===== config.mk =====
export PLATFORM = sky130hd
export DESIGN_NAME = duty_sel_controller
export DESIGN_NICKNAME = d
export VERILOG_FILES = /design/src/rtl/duty_ctrl_pkg.sv /design/src/rtl/btn_debounce.sv /design/src/rtl/duty_sel_controller.sv
export SDC_FILE = /design/constraint.sdc
export NUM_CORES = 1
export LEC_CHECK = 0
export CELL_PAD_IN_SITES_DETAIL_PLACEMENT = 0
export CELL_PAD_IN_SITES_GLOBAL_PLACEMENT = 2
export CORE_MARGIN = 2
export CORE_UTILIZATION = 29
export CTS_BUF_LIST = sky130_fd_sc_hd__clkbuf_2 sky130_fd_sc_hd__clkbuf_4 sky130_fd_sc_hd__clkbuf_8
export CTS_CLUSTER_DIAMETER = 50
export DETAILED_ROUTE_END_ITERATION = 10
export GPL_ROUTABILITY_DRIVEN = 0
export GPL_TIMING_DRIVEN = 0
export PLACE_DENSITY = 0.62
export SYNTH_ARGS = -nofsm -noshare
export SYNTH_HDL_FRONTEND = slang
export SYNTH_HIERARCHICAL = 1
export SYNTH_SLANG_ARGS = --single-unit

===== constraint.sdc =====
create_clock -name clk -period 2.3 [get_ports clk]
set_input_delay 0.575 -clock clk [delete_from_list [all_inputs] [get_ports clk]]
set_output_delay 0.575 -clock clk [all_outputs]
set_load 0.01 [all_outputs]

===== src/rtl/duty_ctrl_pkg.sv =====
`default_nettype none
// +--------------------------------------------------------------------------+
// | duty_ctrl_pkg : duty-select encodings, FSM states and sizing helpers     |
// | Revision 1.0                                                             |
// +--------------------------------------------------------------------------+
package duty_ctrl_pkg;

   typedef enum logic [1:0] {
      ST_MANUAL    = 2'b00,
      ST_AUTO_UP   = 2'b01,
      ST_AUTO_DOWN = 2'b10
   } duty_state_t;

   localparam logic [1:0] DUTY_25  = 2'b00;
   localparam logic [1:0] DUTY_50  = 2'b01;
   localparam logic [1:0] DUTY_75  = 2'b10;
   localparam logic [1:0] DUTY_100 = 2'b11;

   function automatic int unsigned cycles_for_ms(input int unsigned clk_freq,
                                                 input int unsigned ms);
      return clk_freq / 1000 * ms;
   endfunction

   // Counter width able to hold 0..n-1, never narrower than one bit.
   function automatic int unsigned cnt_width(input int unsigned n);
      return (n > 1) ? $clog2(n) : 1;
   endfunction

endpackage
`default_nettype wire


===== src/rtl/btn_debounce.sv =====
`default_nettype none
// +--------------------------------------------------------------------------+
// | btn_debounce : 2-FF synchronizer, stability debouncer, press pulse       |
// | Revision 1.0                                                             |
// +--------------------------------------------------------------------------+
module btn_debounce
   import duty_ctrl_pkg::*;
#(
   parameter int unsigned DB_CYC = 10
) (
   input  logic clk,
   input  logic reset_n,
   input  logic btn_raw,
   output logic press
);

   localparam int unsigned       CNT_W    = cnt_width(DB_CYC);
   localparam logic [CNT_W-1:0]  CNT_LAST = CNT_W'(DB_CYC - 1);

   logic             sync_1;
   logic             sync_2;
   logic             db;
   logic             db_prev;
   logic [CNT_W-1:0] cnt;

   always_ff @(posedge clk or negedge reset_n) begin
      if (!reset_n) begin
         sync_1  <= 1'b0;
         sync_2  <= 1'b0;
         db      <= 1'b0;
         db_prev <= 1'b0;
         cnt     <= '0;
      end else begin
         sync_1  <= btn_raw;
         sync_2  <= sync_1;
         db_prev <= db;
         if (sync_2 == db) begin
            cnt <= '0;
         end else if (cnt == CNT_LAST) begin
            db  <= sync_2;
            cnt <= '0;
         end else begin
            cnt <= cnt + CNT_W'(1);
         end
      end
   end

   // Rising edge of the debounced level only; releases are silent.
   assign press = db & ~db_prev;

endmodule
`default_nettype wire


===== src/rtl/duty_sel_controller.sv =====
`default_nettype none
// +--------------------------------------------------------------------------+
// | duty_sel_controller : button-driven duty select with auto ping-pong sweep|
// | Revision 1.0                                                             |
// +--------------------------------------------------------------------------+
module duty_sel_controller
   import duty_ctrl_pkg::*;
#(
   parameter int unsigned CLK_FREQ    = 100_000_000,
   parameter int unsigned DEBOUNCE_MS = 10,
   parameter int unsigned STEP_MS     = 1000
) (
   input  logic       clk,
   input  logic       reset_n,
   input  logic       btn_up,
   input  logic       btn_down,
   input  logic       btn_mode,
   input  logic       enable,
   output logic [1:0] duty_sel,
   output logic       auto_active,
   output logic       sel_changed
);

   localparam int unsigned       DB_CYC    = cycles_for_ms(CLK_FREQ, DEBOUNCE_MS);
   localparam int unsigned       STEP_CYC  = cycles_for_ms(CLK_FREQ, STEP_MS);
   localparam int unsigned       STEP_W    = cnt_width(STEP_CYC);
   localparam logic [STEP_W-1:0] STEP_LAST = STEP_W'(STEP_CYC - 1);

   logic              press_up;
   logic              press_down;
   logic              press_mode;
   logic              ev_up;
   logic              ev_down;
   logic              ev_mode;
   duty_state_t       state;
   duty_state_t       state_nx;
   logic [1:0]        duty;
   logic [1:0]        duty_nx;
   logic [STEP_W-1:0] step_cnt;
   logic [STEP_W-1:0] step_nx;

   btn_debounce #(.DB_CYC(DB_CYC)) u_db_up (
      .clk     (clk),
      .reset_n (reset_n),
      .btn_raw (btn_up),
      .press   (press_up)
   );

   btn_debounce #(.DB_CYC(DB_CYC)) u_db_down (
      .clk     (clk),
      .reset_n (reset_n),
      .btn_raw (btn_down),
      .press   (press_down)
   );

   btn_debounce #(.DB_CYC(DB_CYC)) u_db_mode (
      .clk     (clk),
      .reset_n (reset_n),
      .btn_raw (btn_mode),
      .press   (press_mode)
   );

   assign ev_up   = enable & press_up;
   assign ev_down = enable & press_down;
   assign ev_mode = enable & press_mode;

   always_comb begin
      state_nx = state;
      duty_nx  = duty;
      step_nx  = step_cnt;
      if (enable) begin
         case (state)
            ST_MANUAL: begin
               step_nx = '0;
               if (ev_mode) begin
                  state_nx = (duty == DUTY_100) ? ST_AUTO_DOWN : ST_AUTO_UP;
               end else if (ev_up && !ev_down && duty != DUTY_100) begin
                  duty_nx = duty + 2'd1;
               end else if (ev_down && !ev_up && duty != DUTY_25) begin
                  duty_nx = duty - 2'd1;
               end
            end
            ST_AUTO_UP, ST_AUTO_DOWN: begin
               // Any press leaves the sweep and swallows a coincident step.
               if (ev_mode || ev_up || ev_down) begin
                  state_nx = ST_MANUAL;
                  step_nx  = '0;
               end else if (step_cnt == STEP_LAST) begin
                  step_nx = '0;
                  if (state == ST_AUTO_UP) begin
                     if (duty != DUTY_100) duty_nx = duty + 2'd1;
                     if (duty_nx == DUTY_100) state_nx = ST_AUTO_DOWN;
                  end else begin
                     if (duty != DUTY_25) duty_nx = duty - 2'd1;
                     if (duty_nx == DUTY_25) state_nx = ST_AUTO_UP;
                  end
               end else begin
                  step_nx = step_cnt + STEP_W'(1);
               end
            end
            default: begin
               state_nx = ST_MANUAL;
               step_nx  = '0;
            end
         endcase
      end
   end

   always_ff @(posedge clk or negedge reset_n) begin
      if (!reset_n) begin
         state       <= ST_MANUAL;
         duty        <= DUTY_25;
         step_cnt    <= '0;
         sel_changed <= 1'b0;
      end else begin
         state       <= state_nx;
         duty        <= duty_nx;
         step_cnt    <= step_nx;
         sel_changed <= (duty_nx != duty);
      end
   end

   assign duty_sel    = duty;
   assign auto_active = (state == ST_AUTO_UP) || (state == ST_AUTO_DOWN);

endmodule
`default_nettype wire


== Word level (Yosys, flattened, before mapping) ==
Cells that the tools add are included.

* Add/subtract/negate cells: 6
* Equality and inequality tests: 17
* Multiplexer cells: 37
* Bitwise gates (word level): 12
* Reductions and logical operators: 17

{| class="wikitable"
|+ Operators with widths
! kind !! count
|-
| $mux 20 || 6
|-
| $mux 27 || 3
|-
| $add 20x1->20 const B || 3
|-
| $eq 20x20->1 const B || 3
|-
| $mux 2 || 26
|-
| $add 27x1->27 const B || 1
|-
| $eq 27x27->1 const B || 1
|-
| $ne 4x4->1 const B || 2
|-
| $pmux 2 s2 || 2
|-
| $and 1x1->1 || 6
|-
| $eq 2x2->1 const B || 3
|-
| $not 1->1 || 6
|-
| $reduce_and 2->1 || 3
|-
| $reduce_and 5->1 || 1
|-
| $logic_and 1x1->1 || 4
|-
| $logic_not 2->1 || 2
|-
| $ne 2x2->1 const B || 2
|-
| $eq 1x1->1 || 3
|-
| $logic_or 1x1->1 || 3
|-
| $ne 3x3->1 const B || 1
|-
| $add 2x1->2 const B || 1
|-
| $eq 2x1->1 const B || 1
|-
| $logic_not 1->1 || 2
|-
| $ne 2x2->1 || 1
|-
| 3 further kinds || 3
|}

* Register bits: 104
* Input bits: 6
* Output and inout bits: 4
* Word-level logic and storage cells: 108

== Depth between registers and ports, before layout ==
* Depth in word-level cells: 14
* Mapped depth: 9
* Gate-level depth less buffers: 7

== Cells and area by module ==
Netlist, hierarchy kept.

{| class="wikitable"
|+ Modules (own cells, without submodules)
! module !! times used !! cells an instance !! area an instance (um2) !! sequential area each (um2)
|-
| btn_debounce || 3 || 110 || 1146.1 || 600.6
|-
| duty_sel_controller || 1 || 214 || 2000.7 || 800.8
|}

== Worst setup path after synthesis ==
OpenSTA, ideal clock, no wires.

* Kind: reg-to-reg
* From: register duty[0], in the netlist duty_sel[0]
* To: register sel_changed
* Library setup time: 0.124 ns
* Arrival: 2.127 ns
* Required time: 2.176 ns
* Setup slack: 0.049 ns
* Cell stages (with the launch flop): 8
* Buffers on the path: 0
* Clock period less this slack: 2.251 ns
* Path through: dfrtp_1 inv_1 ha_1 or4b_2 nand2_1 o32ai_1 o211a_1 a211o_1

* Longest elaborated chain between the ends: 13
* Elaborated cells between the ends (all ways): 27
* Those cells by class: add/sub (2); eq/ne (2); mux (20); reduce/logical (3)

{| class="wikitable"
|+ RTL lines
! element !! line !! source
|-
| from (decl) || duty_sel_controller.sv:37 || <nowiki>logic [1:0] duty;</nowiki>
|-
| from (signal assigned) || duty_sel_controller.sv:117 || <nowiki>duty <= duty_nx;</nowiki>
|-
| $sub 2x1->2, or another cell as far along || duty_sel_controller.sv:80, duty_sel_controller.sv:94 ||
|-
| $mux 2, on equally long branches || duty_sel_controller.sv:94, duty_sel_controller.sv:91 ||
|-
| $mux 2 || duty_sel_controller.sv:90 || <nowiki>if (state == ST_AUTO_UP) begin</nowiki>
|-
| $mux 2 || duty_sel_controller.sv:88 || <nowiki>end else if (step_cnt == STEP_LAST) begin</nowiki>
|-
| $mux 2 || duty_sel_controller.sv:85 || <nowiki>if (ev_mode || ev_up || ev_down) begin</nowiki>
|-
| $mux 2 || duty_sel_controller.sv:72 || <nowiki>case (state)</nowiki>
|-
| $mux 2 || duty_sel_controller.sv:71 || <nowiki>if (enable) begin</nowiki>
|-
| $mux 2 || duty_sel_controller.sv:90 ||
|-
| $mux 2 || duty_sel_controller.sv:88 ||
|-
| $mux 2 || duty_sel_controller.sv:85 ||
|-
| $pmux 2 s2 || duty_sel_controller.sv:72 ||
|-
| $mux 2 || duty_sel_controller.sv:71 ||
|-
| $ne 2x2->1 * || duty_sel_controller.sv:119 || <nowiki>sel_changed <= (duty_nx != duty);</nowiki>
|-
| to (signal assigned) || duty_sel_controller.sv:119 ||
|-
| to (decl) || duty_sel_controller.sv:21 || <nowiki>output logic sel_changed</nowiki>
|}

Every way passes the cells marked *; elsewhere a longest branch is shown, timed or not. The select of a mux whose other input is x is not followed.
A chain may end at the register's enable or synchronous reset.

== Final worst setup path ==
* From: input enable
* To: register sel_changed

* Longest elaborated chain between the ends: 10
* Elaborated cells between the ends (all ways): 18
* Those cells by class: eq/ne (1); mux (6); bitwise (3); reduce/logical (8)

{| class="wikitable"
|+ RTL lines
! element !! line !! source
|-
| from (decl) || duty_sel_controller.sv:18 || <nowiki>input logic enable,</nowiki>
|-
| $and 1x1->1 || duty_sel_controller.sv:63 || <nowiki>assign ev_up = enable & press_up;</nowiki>
|-
| $logic_not 1->1 || duty_sel_controller.sv:79 || <nowiki>end else if (ev_down && !ev_up && duty != DUTY_25) begin</nowiki>
|-
| $logic_and 1x1->1 (2 in a row) || duty_sel_controller.sv:79 ||
|-
| $mux 2 || duty_sel_controller.sv:79 ||
|-
| $mux 2 || duty_sel_controller.sv:77 || <nowiki>end else if (ev_up && !ev_down && duty != DUTY_100) begin</nowiki>
|-
| $mux 2 || duty_sel_controller.sv:75 || <nowiki>if (ev_mode) begin</nowiki>
|-
| $pmux 2 s2 || duty_sel_controller.sv:72 ||
|-
| $mux 2 * || duty_sel_controller.sv:71 ||
|-
| $ne 2x2->1 * || duty_sel_controller.sv:119 ||
|}

Every way passes the cells marked *; elsewhere a longest branch is shown, timed or not.

==> flow_summary_export.csv <==
group,metric,value,unit
grt,grt_pass1_wl,19950,µm
pwr,power_switching,916.7,µW
grt,track_usage,0.1238,
worst_setup_path,end_kind,"flop",
final_layout,diodes,0,
worst_setup_path,rr_startpoint,"step_cnt[22]",
final_layout,seq_area,2604,µm²
yosys,synth_cell_types,53,
run_status,run_status,"complete, no violations",
clock_tree,hold_buffers,0,
pwr,fin_total_pwr,3.358,mW
yosys,ys.flop_type,"dfrtp_1",
final_layout,drive_gt1_frac,0.1244,
pwr,clkPwrFrac,0.336,
pwr,vdd_ir_drop_max,0.0002666,V
timing,min_period,2211,ps
timing,setup_ws,89.09,ps
drt,first_pass_iters,4,
timing,slew_headroom,0.2723,
drt,drt-initial-drc-count,183,
timing,finalMaxSlewViolations,0,
yosys,ys_seq_area_frac,0.4785,
die,die-height,141.0,µm
clock_tree,clockRootBuffer,"clkbuf_8",
pwr,power_frac_seq,0.589,
final_layout,nNetsFinal,592,
yosys,syn_nets,562,
worst_setup_path,arrival,2530,ps
drt,finalWirelength,11320,µm
die,io_pins,10,
worst_setup_path,ff2ff_path_depth,6,
final_layout,n_fill_cell,1908,
placement,pre_cts_ws,-529.6,ps
grt,grt_pass1_vias,3980,
yosys,ys.warnings.count,6,
yosys,synth-seq-cells,104,
final_layout,final_cell_mix,"103 x dfrtp_1, 89 x nor2_1, 41 x xnor2_1",
worst_setup_path,critical_path_peak_fanout,7,
clock_tree,cts_buffers,9,
grt,grt_max_degree,70,
die,core_region_area,18580,µm²
drt,vias,3919,
die,rows,50,
die,fp.dieW,141.0,µm
pwr,p_per_area,545.7,nW/µm²
final_layout,final_cell_area,6153,µm²
final_layout,final_core_util,0.3312,
pwr,swShare,0.2730,
drt,ant_nets,0,
clock_tree,cts_tree,"yes",
drt,drc,0,
worst_setup_path,start_kind,"input pin",
pwr,combPwrFrac,0.075,
final_layout,multi_input_area,2761,µm²
timing,worst_pin_slew,1083,ps
worst_setup_path,crit_path_start,"enable",
clock_tree,clk_latency,390,ps
timing,setup_tns,0,ps
placement,place_area,5853,µm²
job,max_cap_violations,0,
worst_setup_path,critical_path_class,"in -> reg",
placement,dp_hpwl,7753,µm
timing,setup_violations,0,
timing,fmax,452.3,MHz
worst_setup_path,crit_required,2620,ps
timing,fin_crit_sh,0.9613,
timing,hold_viol_final,0,
placement,port_buffers,9,
die,die-area,19870,µm²
yosys,async_flop_share,1.000,
clock_tree,clk_pin_slew,110,ps
drt,wire_per_inst,13.92,µm
hold_path,hold_path_class,"in -> async",
die,start_util,0.2927,
pwr,p_leak,2.562,nW
pwr,intPower,2.441,mW
clock_tree,h-tree-depth,3,
drt,routed_via_density,4.820,
clock_tree,cts_sinks,104,
final_layout,layout_commonest_cell,"dfrtp_1",
yosys,synth-edff-count,0,
clock_tree,clk_path_buf_depth,2,
final_layout,area_delta_synth_final,13.14,%
yosys,synth_area,5439,µm²
timing,fin_skew,14.39,ps
grt,grt_overflow,0,
yosys,syn_avg_cell_area,9.998,µm²
timing,grt_setup_unrepaired,"yes",
grt,antenna_found_initial,0,
yosys,syn_inst,544,
[repair_timing]
item	CTS	global route
setup endpoints to repair	25	23
resized for setup	9	6
setup buffers	2	7
pin swaps	1	2
[cell families (layout without fill, tap and decap cells)]
logic type               after synthesis  count (layout)  synth area share
AO/OA/AOI/OAI                         42              42           0.05245
buffers and inverters                 30              65           0.02323
XOR/XNOR                              72              72            0.1159
adder cells (fa/ha/maj)               12              12           0.02760
flip-flops                           104             104            0.4785
multiplexers                          13              13           0.02507
AND/OR/NAND/NOR                      271             271            0.2772
[area by class of cell]
cell class | count | area share
tap | 234 | 0.04758
timing repair buffer | 19 | 0.02948
inverter | 21 | 0.01281
sequential | 104 | 0.4231
clock buffer | 10 | 0.02237
buffer | 9 | 0.007727
multi-input combinational | 410 | 0.4488
clock inverter | 6 | 0.008133
[layer usage]
layer / routed length (µm) / up-vias / GRT usage
li1: - / 1972 / -
met1: 5487 / 1910 / 0.1667
met2: 5418 / 32 / 0.1987
met3: 300 / 5 / 0.03397
met4: 112 / 0 / 0.03053
met5: 0 / - / 0
[power groups by stage]
stage | Combinational [mW] | Sequential, mW | Clock (mW)
after floorplan | 0.152 | 1.99 | 0
after global placement | 0.234 | 2.02 | 0
after detailed placement | 0.247 | 2.02 | 0
after CTS | 0.255 | 1.98 | 1.20
after global routing | 0.289 | 2.00 | 1.28
final | 0.251 | 1.98 | 1.13
[worst max-delay path, cell delays in order]
cell,delay [ps]
clkdlybuf4s50_1,640
or3b_2,470
a2111oi_0,420
a31oi_1,90
o21ai_1,210
a211o_1,130
[cell usage after synthesis (all sizes together), types with 2 or more instances]
cell	number	share of area
xor2	31	0.050
a21oi	7	0.0064
inv	21	0.014
nand2	34	0.023
nand4	25	0.040
o31a	2	0.0035
clkbuf	2	0.0014
or4	4	0.0055
xnor2	41	0.066
mux2i	8	0.015
dfrtp	104	0.48
and3	11	0.013
and4	8	0.013
o31ai	2	0.0028
nand2b	5	0.0058
o22ai	2	0.0023
a32o	2	0.0037
ha	12	0.028
nor3	19	0.018
nand3	26	0.025
or3	6	0.0069
a31oi	3	0.0035
o21ai	16	0.017
nor2	89	0.061
mux2	5	0.010
buf	7	0.0074
nor2b	6	0.0069
and2	5	0.0060
nor4	18	0.028
nor4b	9	0.014
or4b	2	0.0037
[state kept, by name, summed over array words and instances (netlist names)]
register / cells
duty_sel: 2
sel_changed: 1
state: 2
step_cnt: 27
u_db_down/cnt: 20
u_db_down/db: 1
u_db_down/db_prev: 1
u_db_down/sync_1: 1
u_db_down/sync_2: 1
u_db_mode/cnt: 20
u_db_mode/db: 1
u_db_mode/db_prev: 1
u_db_mode/sync_1: 1
u_db_mode/sync_2: 1
u_db_up/cnt: 20
u_db_up/db: 1
u_db_up/db_prev: 1
u_db_up/sync_1: 1
u_db_up/sync_2: 1
[path summary, 6_finish.rpt]
path                                      to  slack (ps)
max                              sel_changed          90
min                             step_cnt[19]         160
max reg2reg                         state[1]         110
min reg2reg                   u_db_up/sync_2         370
max in group asynchronous  u_db_mode/cnt[15]        1410
min in group clk              u_db_up/sync_2         370
[through the flow]
stage | std cells | hold slack [ps]
after floorplan | 544 | 279.4
after global placement | 787 | 333.1
after detailed placement | 788 | 341.8
after CTS | 806 | 158.4
after global routing | 813 | 179.9
final | 813 | 163.8
Note: power is estimated with default switching activity, not from simulation.
